**src/rtl/hazard_stall_ctrl_if.sv**
```systemverilog
// Hazard controller bus: ID/EX hazard inputs and pipeline control outputs.
// The slave modport is the controller; the master modport is the datapath side.
interface hazard_stall_ctrl_if;
  logic [4:0] idRs;
  logic [4:0] idRt;
  logic       idUsesRt;
  logic [4:0] exRt;
  logic       exMemToReg;
  logic       exRegWrite;
  logic       idBranchTaken;
  logic       idMdStart;
  logic       idMdRead;
  logic       pcWrite;
  logic       ifIdWrite;
  logic       ifIdSyncClr;
  logic       idExSyncClr;
  logic       mdBusy;
  logic [1:0] stateOut;

  modport slave (
    input  idRs, idRt, idUsesRt, exRt, exMemToReg, exRegWrite,
           idBranchTaken, idMdStart, idMdRead,
    output pcWrite, ifIdWrite, ifIdSyncClr, idExSyncClr, mdBusy, stateOut
  );

  modport master (
    output idRs, idRt, idUsesRt, exRt, exMemToReg, exRegWrite,
           idBranchTaken, idMdStart, idMdRead,
    input  pcWrite, ifIdWrite, ifIdSyncClr, idExSyncClr, mdBusy, stateOut
  );
endinterface

```
**src/rtl/hazard_stall_ctrl.sv**
```systemverilog
// Pipeline hazard controller for the 5-stage datapath.
// Stalls on load-use hazards and on HI/LO or mult/div use while the
// multi-cycle mult/div unit is busy; flushes IF/ID on taken branches.
// Optional macro HAZARD_STATS_EN adds saturating stall/flush counters.
module hazard_stall_ctrl #(
  parameter int MD_LATENCY = 4,
  parameter int CNT_W      = 16
) (
  input  logic                clock,
  input  logic                reset,
  hazard_stall_ctrl_if.slave  hz
`ifdef HAZARD_STATS_EN
  ,
  output logic [CNT_W-1:0]    stallCount,
  output logic [CNT_W-1:0]    flushCount
`endif
);

  typedef enum logic [1:0] {
    IDLE = 2'd0,
    BUSY = 2'd1
  } mdState_t;

  // Counter reload: BUSY lasts MD_LATENCY cycles, counting down to zero.
  localparam logic [3:0] MD_LOAD = 4'(MD_LATENCY - 1);

  mdState_t   state, stateNext;
  logic [3:0] cnt, cntNext;
  logic       loadUse;
  logic       mdStall;
  logic       stall;
  logic       flush;

  // Hazard detection; $zero as destination never creates a dependency.
  always_comb begin
    loadUse = hz.exMemToReg && hz.exRegWrite && (hz.exRt != 5'd0) &&
              ((hz.exRt == hz.idRs) || (hz.idUsesRt && (hz.exRt == hz.idRt)));
    mdStall = (state == BUSY) && (hz.idMdRead || hz.idMdStart);
    stall   = loadUse || mdStall;
    flush   = hz.idBranchTaken && !stall;
  end

  // Pipeline control outputs; all forced inactive while reset is asserted.
  always_comb begin
    hz.pcWrite     = !reset && !stall;
    hz.ifIdWrite   = !reset && !stall;
    hz.idExSyncClr = !reset && stall;
    hz.ifIdSyncClr = !reset && flush;
    hz.mdBusy      = !reset && (state == BUSY);
    hz.stateOut    = reset ? 2'd0 : state;
  end

  // Mult/div tracker next state: issue only from IDLE and not under load-use.
  always_comb begin
    stateNext = state;
    cntNext   = cnt;
    case (state)
      IDLE: begin
        if (hz.idMdStart && !loadUse) begin
          stateNext = BUSY;
          cntNext   = MD_LOAD;
        end
      end
      BUSY: begin
        if (cnt == 4'd0) begin
          stateNext = IDLE;
        end else begin
          cntNext = cnt - 4'd1;
        end
      end
      default: begin
        stateNext = IDLE;
        cntNext   = 4'd0;
      end
    endcase
  end

  // Mult/div tracker state register; reset aborts any in-flight operation.
  always_ff @(posedge clock or posedge reset) begin
    if (reset) begin
      state <= IDLE;
      cnt   <= 4'd0;
    end else begin
      state <= stateNext;
      cnt   <= cntNext;
    end
  end

`ifdef HAZARD_STATS_EN
  // Saturating statistics counters for stall and flush cycles.
  always_ff @(posedge clock or posedge reset) begin
    if (reset) begin
      stallCount <= '0;
      flushCount <= '0;
    end else begin
      if (stall && (stallCount != {CNT_W{1'b1}})) begin
        stallCount <= stallCount + CNT_W'(1);
      end
      if (flush && (flushCount != {CNT_W{1'b1}})) begin
        flushCount <= flushCount + CNT_W'(1);
      end
    end
  end
`else
  localparam int unusedCntW = CNT_W;
`endif

endmodule
```
**src/flat_wrapper.sv**
```systemverilog
// flat-port wrapper written by rule: the top's interface ports become plain ports
module hazard_stall_ctrl_flat 
#(
  parameter int MD_LATENCY = 4,
  parameter int CNT_W      = 16
)
  (clock, reset, hz_idRs, hz_idRt, hz_idUsesRt, hz_exRt, hz_exMemToReg, hz_exRegWrite, hz_idBranchTaken, hz_idMdStart, hz_idMdRead, hz_pcWrite, hz_ifIdWrite, hz_ifIdSyncClr, hz_idExSyncClr, hz_mdBusy, hz_stateOut);
  hazard_stall_ctrl_if hz_i ();
  input  logic clock;
  input  logic reset;
  input wire logic [$bits(hz_i.idRs)-1:0] hz_idRs;
  input wire logic [$bits(hz_i.idRt)-1:0] hz_idRt;
  input wire logic [$bits(hz_i.idUsesRt)-1:0] hz_idUsesRt;
  input wire logic [$bits(hz_i.exRt)-1:0] hz_exRt;
  input wire logic [$bits(hz_i.exMemToReg)-1:0] hz_exMemToReg;
  input wire logic [$bits(hz_i.exRegWrite)-1:0] hz_exRegWrite;
  input wire logic [$bits(hz_i.idBranchTaken)-1:0] hz_idBranchTaken;
  input wire logic [$bits(hz_i.idMdStart)-1:0] hz_idMdStart;
  input wire logic [$bits(hz_i.idMdRead)-1:0] hz_idMdRead;
  output wire logic [$bits(hz_i.pcWrite)-1:0] hz_pcWrite;
  output wire logic [$bits(hz_i.ifIdWrite)-1:0] hz_ifIdWrite;
  output wire logic [$bits(hz_i.ifIdSyncClr)-1:0] hz_ifIdSyncClr;
  output wire logic [$bits(hz_i.idExSyncClr)-1:0] hz_idExSyncClr;
  output wire logic [$bits(hz_i.mdBusy)-1:0] hz_mdBusy;
  output wire logic [$bits(hz_i.stateOut)-1:0] hz_stateOut;
  assign hz_i.idRs = hz_idRs;
  assign hz_i.idRt = hz_idRt;
  assign hz_i.idUsesRt = hz_idUsesRt;
  assign hz_i.exRt = hz_exRt;
  assign hz_i.exMemToReg = hz_exMemToReg;
  assign hz_i.exRegWrite = hz_exRegWrite;
  assign hz_i.idBranchTaken = hz_idBranchTaken;
  assign hz_i.idMdStart = hz_idMdStart;
  assign hz_i.idMdRead = hz_idMdRead;
  assign hz_pcWrite = hz_i.pcWrite;
  assign hz_ifIdWrite = hz_i.ifIdWrite;
  assign hz_ifIdSyncClr = hz_i.ifIdSyncClr;
  assign hz_idExSyncClr = hz_i.idExSyncClr;
  assign hz_mdBusy = hz_i.mdBusy;
  assign hz_stateOut = hz_i.stateOut;
  hazard_stall_ctrl #(.MD_LATENCY(MD_LATENCY), .CNT_W(CNT_W)) u_core (.clock(clock), .reset(reset), .hz(hz_i));
endmodule
```
**config.mk**
```make
export PLATFORM = sky130hd
export DESIGN_NAME = hazard_stall_ctrl_flat
export DESIGN_NICKNAME = d
export VERILOG_FILES = /design/src/rtl/hazard_stall_ctrl_if.sv /design/src/rtl/hazard_stall_ctrl.sv /design/src/flat_wrapper.sv
export SDC_FILE = /design/constraint.sdc
export NUM_CORES = 1
export LEC_CHECK = 0
export ABC_AREA = 1
export CAP_MARGIN = 20
export CORE_MARGIN = 2
export CORE_UTILIZATION = 41
export CTS_BUF_LIST = sky130_fd_sc_hd__clkbuf_8
export DETAILED_ROUTE_END_ITERATION = 7
export GPL_TIMING_DRIVEN = 1
export PLACE_DENSITY = 0.93
export SLEW_MARGIN = 20
export SYNTH_ARGS = -nofsm -noshare
export SYNTH_HDL_FRONTEND = slang
export SYNTH_SLANG_ARGS = --single-unit
```
**constraint.sdc**
```tcl
create_clock -name clock -period 1.4 [get_ports clock]
set_input_delay 0.28 -clock clock [delete_from_list [all_inputs] [get_ports clock]]
set_output_delay 0.28 -clock clock [all_outputs]
set_load 0.01 [all_outputs]
```
==> qor.yml <==
yosys:
  yosys-top-cells-area: "nand2_1, dfrtp_1, inv_1, nand2_4, nand3_1"
  synthMuxAreaShare_pct: 0
  syn_area_um2: 599
  yosysSeqAreaShare_pct: 20.9
  synthAdderAreaFrac_pct: 4.18
  synth_top_area_cell: "nand2_1"
  syn_nets: 127
  synth_top_area_share_pct: 22.5
  synth_top_family_by_area: "simple AND/OR/NAND/NOR gates"
  synth_cell_types: 21
  netlist_instances: 102
  syn_area_per_cell_um2: 5.88
  synth_compound_area_share_pct: 5.43
  synth-simple-area-share_pct: 47.6
  ys_warn_count: 0
  synth_xor_area_share_pct: 2.92
  ys_seq_elements: 5
cells_and_area:
  fill_cells: 88
  drive_gt1_share_pct: 53.9
  syn_to_final_growth_pct: 73.3
  antennaDiodeCount: 0
  final_cells: 156
  nNetsFinal: 167
setup_path:
  cp_max_fo: 4
  crit_slowest_cell: "nor2_2"
  required_ps: 1120
  crit_start: "hz_exRt[1]"
  r2r_slack_ps: 60
  cp_slowest_stage_delay_ps: 140
  arrival_ps: 1190
  worstSetupPathType: "input port to output pin"
  worstPathCellList: "buf_6, inv_2, nand2_1, nand2_1, nor2_2, nand3_2, nand2_2, nand2_4, nand2_2, nor2_2, buf_2"
  regToRegStartpoint: "u_core.state[0]"
  worst_setup_path_start_kind: "input port"
  endpoint_kind: "output pin"
status:
  outcome: "complete, but fails checks"
  violations: "setup timing"
clock_tree:
  hold_buffers: 0
  numCtsBuffers: 3
  clk_latency_ps: 230
  cts_buffer_depth: 2
  cts_tree: "yes"
  cts_sinks: 5
  htree_levels: 1
  clockRootBuffer: "clkbuf_8"
  cts.clk_slew.worst_paths_ps: 40
routing:
  vias: 807
  initialDrtViolationCount: 51
  drt-total-wl_um: 2320
  ant_nets: 0
  viasPerCell: 5.17
  firstDrtPassIters: 4
  drcViolationCount: 0
  wl_per_cell_um: 14.8
place:
  dp_hpwl_um: 1230
  place_congestion: 0.825
  io_buffers: 28
  place_ws_ps: -880
  dpl.cell_count: 147
global_route:
  grt_overflow: 0
  grt_pass1_wl_um: 2700
  grt_max_degree: 7
  antenna_found_initial: 0
  grt_pass1_vias: 646
  grtUsageTotal_pct: 19.7
timing:
  hold_viol: 0
  worst_hold_slack_ps: 181
  fin_skew_ps: 12.4
  min_period_over_period_pct: 105
  setup_violations: 5
  timing.final.max_slew_violations: 0
  rsz0062_at_grt: "yes"
  clock.fmax_mhz: 681
  timing.final.ws_setup_ps: -67.6
  period_minus_slack_ps: 1470
floorplanning:
  pin_count: 30
  die_width_um: 42.2
  die_area_mm2: 0.00178
  start_util_pct: 44.9
  core_area_mm2: 0.00133
  rows: 13
  die_y_um: 42.2
pwr:
  internal_power_w: 0.000854
  powerDensity_mw_per_mm2: 1480
  peakVddDrop_uv: 900
  p_seq_share_pct: 19.3
  switching_share_pct: 44.4
  switching_power_w: 0.000683
  p_comb_share_pct: 62.8
  p_clk_share_pct: 17.9
  cellLeakagePower_nw: 0.606
flow_run:
  cap_violations: 0
hold_path:
  hold_path.class: "input port to async pin"
==> layout by cell type, fill, tap and decap left out, types with 2 or more instances in the layout <==
| cell | count |
|---|---|
| nand2_4 | 3 |
| nor2_1 | 4 |
| nand3_1 | 4 |
| inv_2 | 8 |
| nor2_4 | 3 |
| nor2_2 | 4 |
| buf_4 | 8 |
| a21oi_2 | 2 |
| nand2_2 | 13 |
| clkbuf_8 | 3 |
| dlygate4sd2_1 | 5 |
| buf_6 | 8 |
| ha_1 | 2 |
| inv_4 | 3 |
| dfrtp_1 | 5 |
| nand3_2 | 4 |
| inv_1 | 13 |
| buf_2 | 13 |
| nand2_1 | 24 |
==> through the flow <==
step	setup TNS [ps]	cell area, µm²	power [W]	util [%]
2_1_floorplan	0	599	0.000732	-
3_3_place_gp	-5470	913	0.000968	68.5
3_5_place_dp	-6010	913	0.00100	68.5
4_1_cts	-107	907	0.00125	68.0
5_1_grt	-515	1040	0.00163	77.9
6_report	-258	1040	0.00154	77.9
==> worst paths after layout <==
| path | cells after the start | endpoint |
|---|---|---|
| worst max-delay path | 11 | hz_pcWrite |
| worst min-delay path | 2 | u_core.cnt[2] |
| worst max register to register | 9 | u_core.cnt[1] |
| worst min register to register | 2 | u_core.cnt[3] |
| max in group asynchronous | 2 | u_core.cnt[0] |
| min in group clock | 2 | u_core.cnt[3] |
==> flip-flops by register name (all words and copies together) (netlist names) <==
| name | flops |
|---|---|
| u_core.cnt | 4 |
| u_core.state | 1 |
==> power groups by stage <==
stage	logic (W)	registers [W]	clock network (W)
2_1_floorplan	0.000455	0.000278	0
3_3_place_gp	0.000699	0.000269	0
3_5_place_dp	0.000727	0.000275	0
4_1_cts	0.000704	0.000277	0.000267
5_1_grt	0.00104	0.000302	0.000288
6_report	0.000965	0.000297	0.000275
==> logic make-up after synthesis <==
logic type / after synthesis
flops: 5
xor+xnor: 2
buf+inv: 26
simple gates: 61
compound gates: 5
other cells: 1
fa+ha+maj: 2
==> routing by layer <==
| layer | part of all wire, % | GRT usage [%] | routed length (µm) | up-vias |
|---|---|---|---|---|
| li1 | - | - | - | 375 |
| met1 | 39 | 23.0 | 900 | 366 |
| met2 | 50 | 33.8 | 1170 | 55 |
| met3 | 7.6 | 7.33 | 176 | 11 |
| met4 | 3.0 | 5.00 | 70 | 0 |
| met5 | 0 | 0 | 0 | - |
==> critical path: cells and delay by family <==
family | cells | cell delay (ps)
and+or+nand+nor | 8 | 620
buffers and inverters | 3 | 290
==> synth_stat cells (all sizes together) <==
master   n
a21oi    2
a31oi    1
buf      3
clkinv   1
conb     1
dfrtp    5
ha       2
inv     22
nand2   40
nand3    8
nand4    1
nor2    11
nor3     1
o21ai    2
xnor2    1
xor2     1
==> area by class of cell <==
type	count	area (µm²)	share of cell area [%]
inverters	23	93.8	9.04
multi-input cells	71	457	44.0
flip-flops and latches	5	125	12.0
repair buffers	38	299	28.8
clock inverters	1	3.75	0.361
clock buffers	3	41.3	3.98
well taps	15	18.8	1.81
==> what timing repair did <==
| item | in CTS | in global routing |
|---|---|---|
| pin swaps | 24 | 22 |
| endpoints found under the setup margin | 11 | 8 |
| buffers inserted | 1 | 4 |
| hold endpoints to repair | 0 | 0 |
| gates resized for setup | 101 | 34 |
No activity file was read; power rests on OpenSTA's default activity.
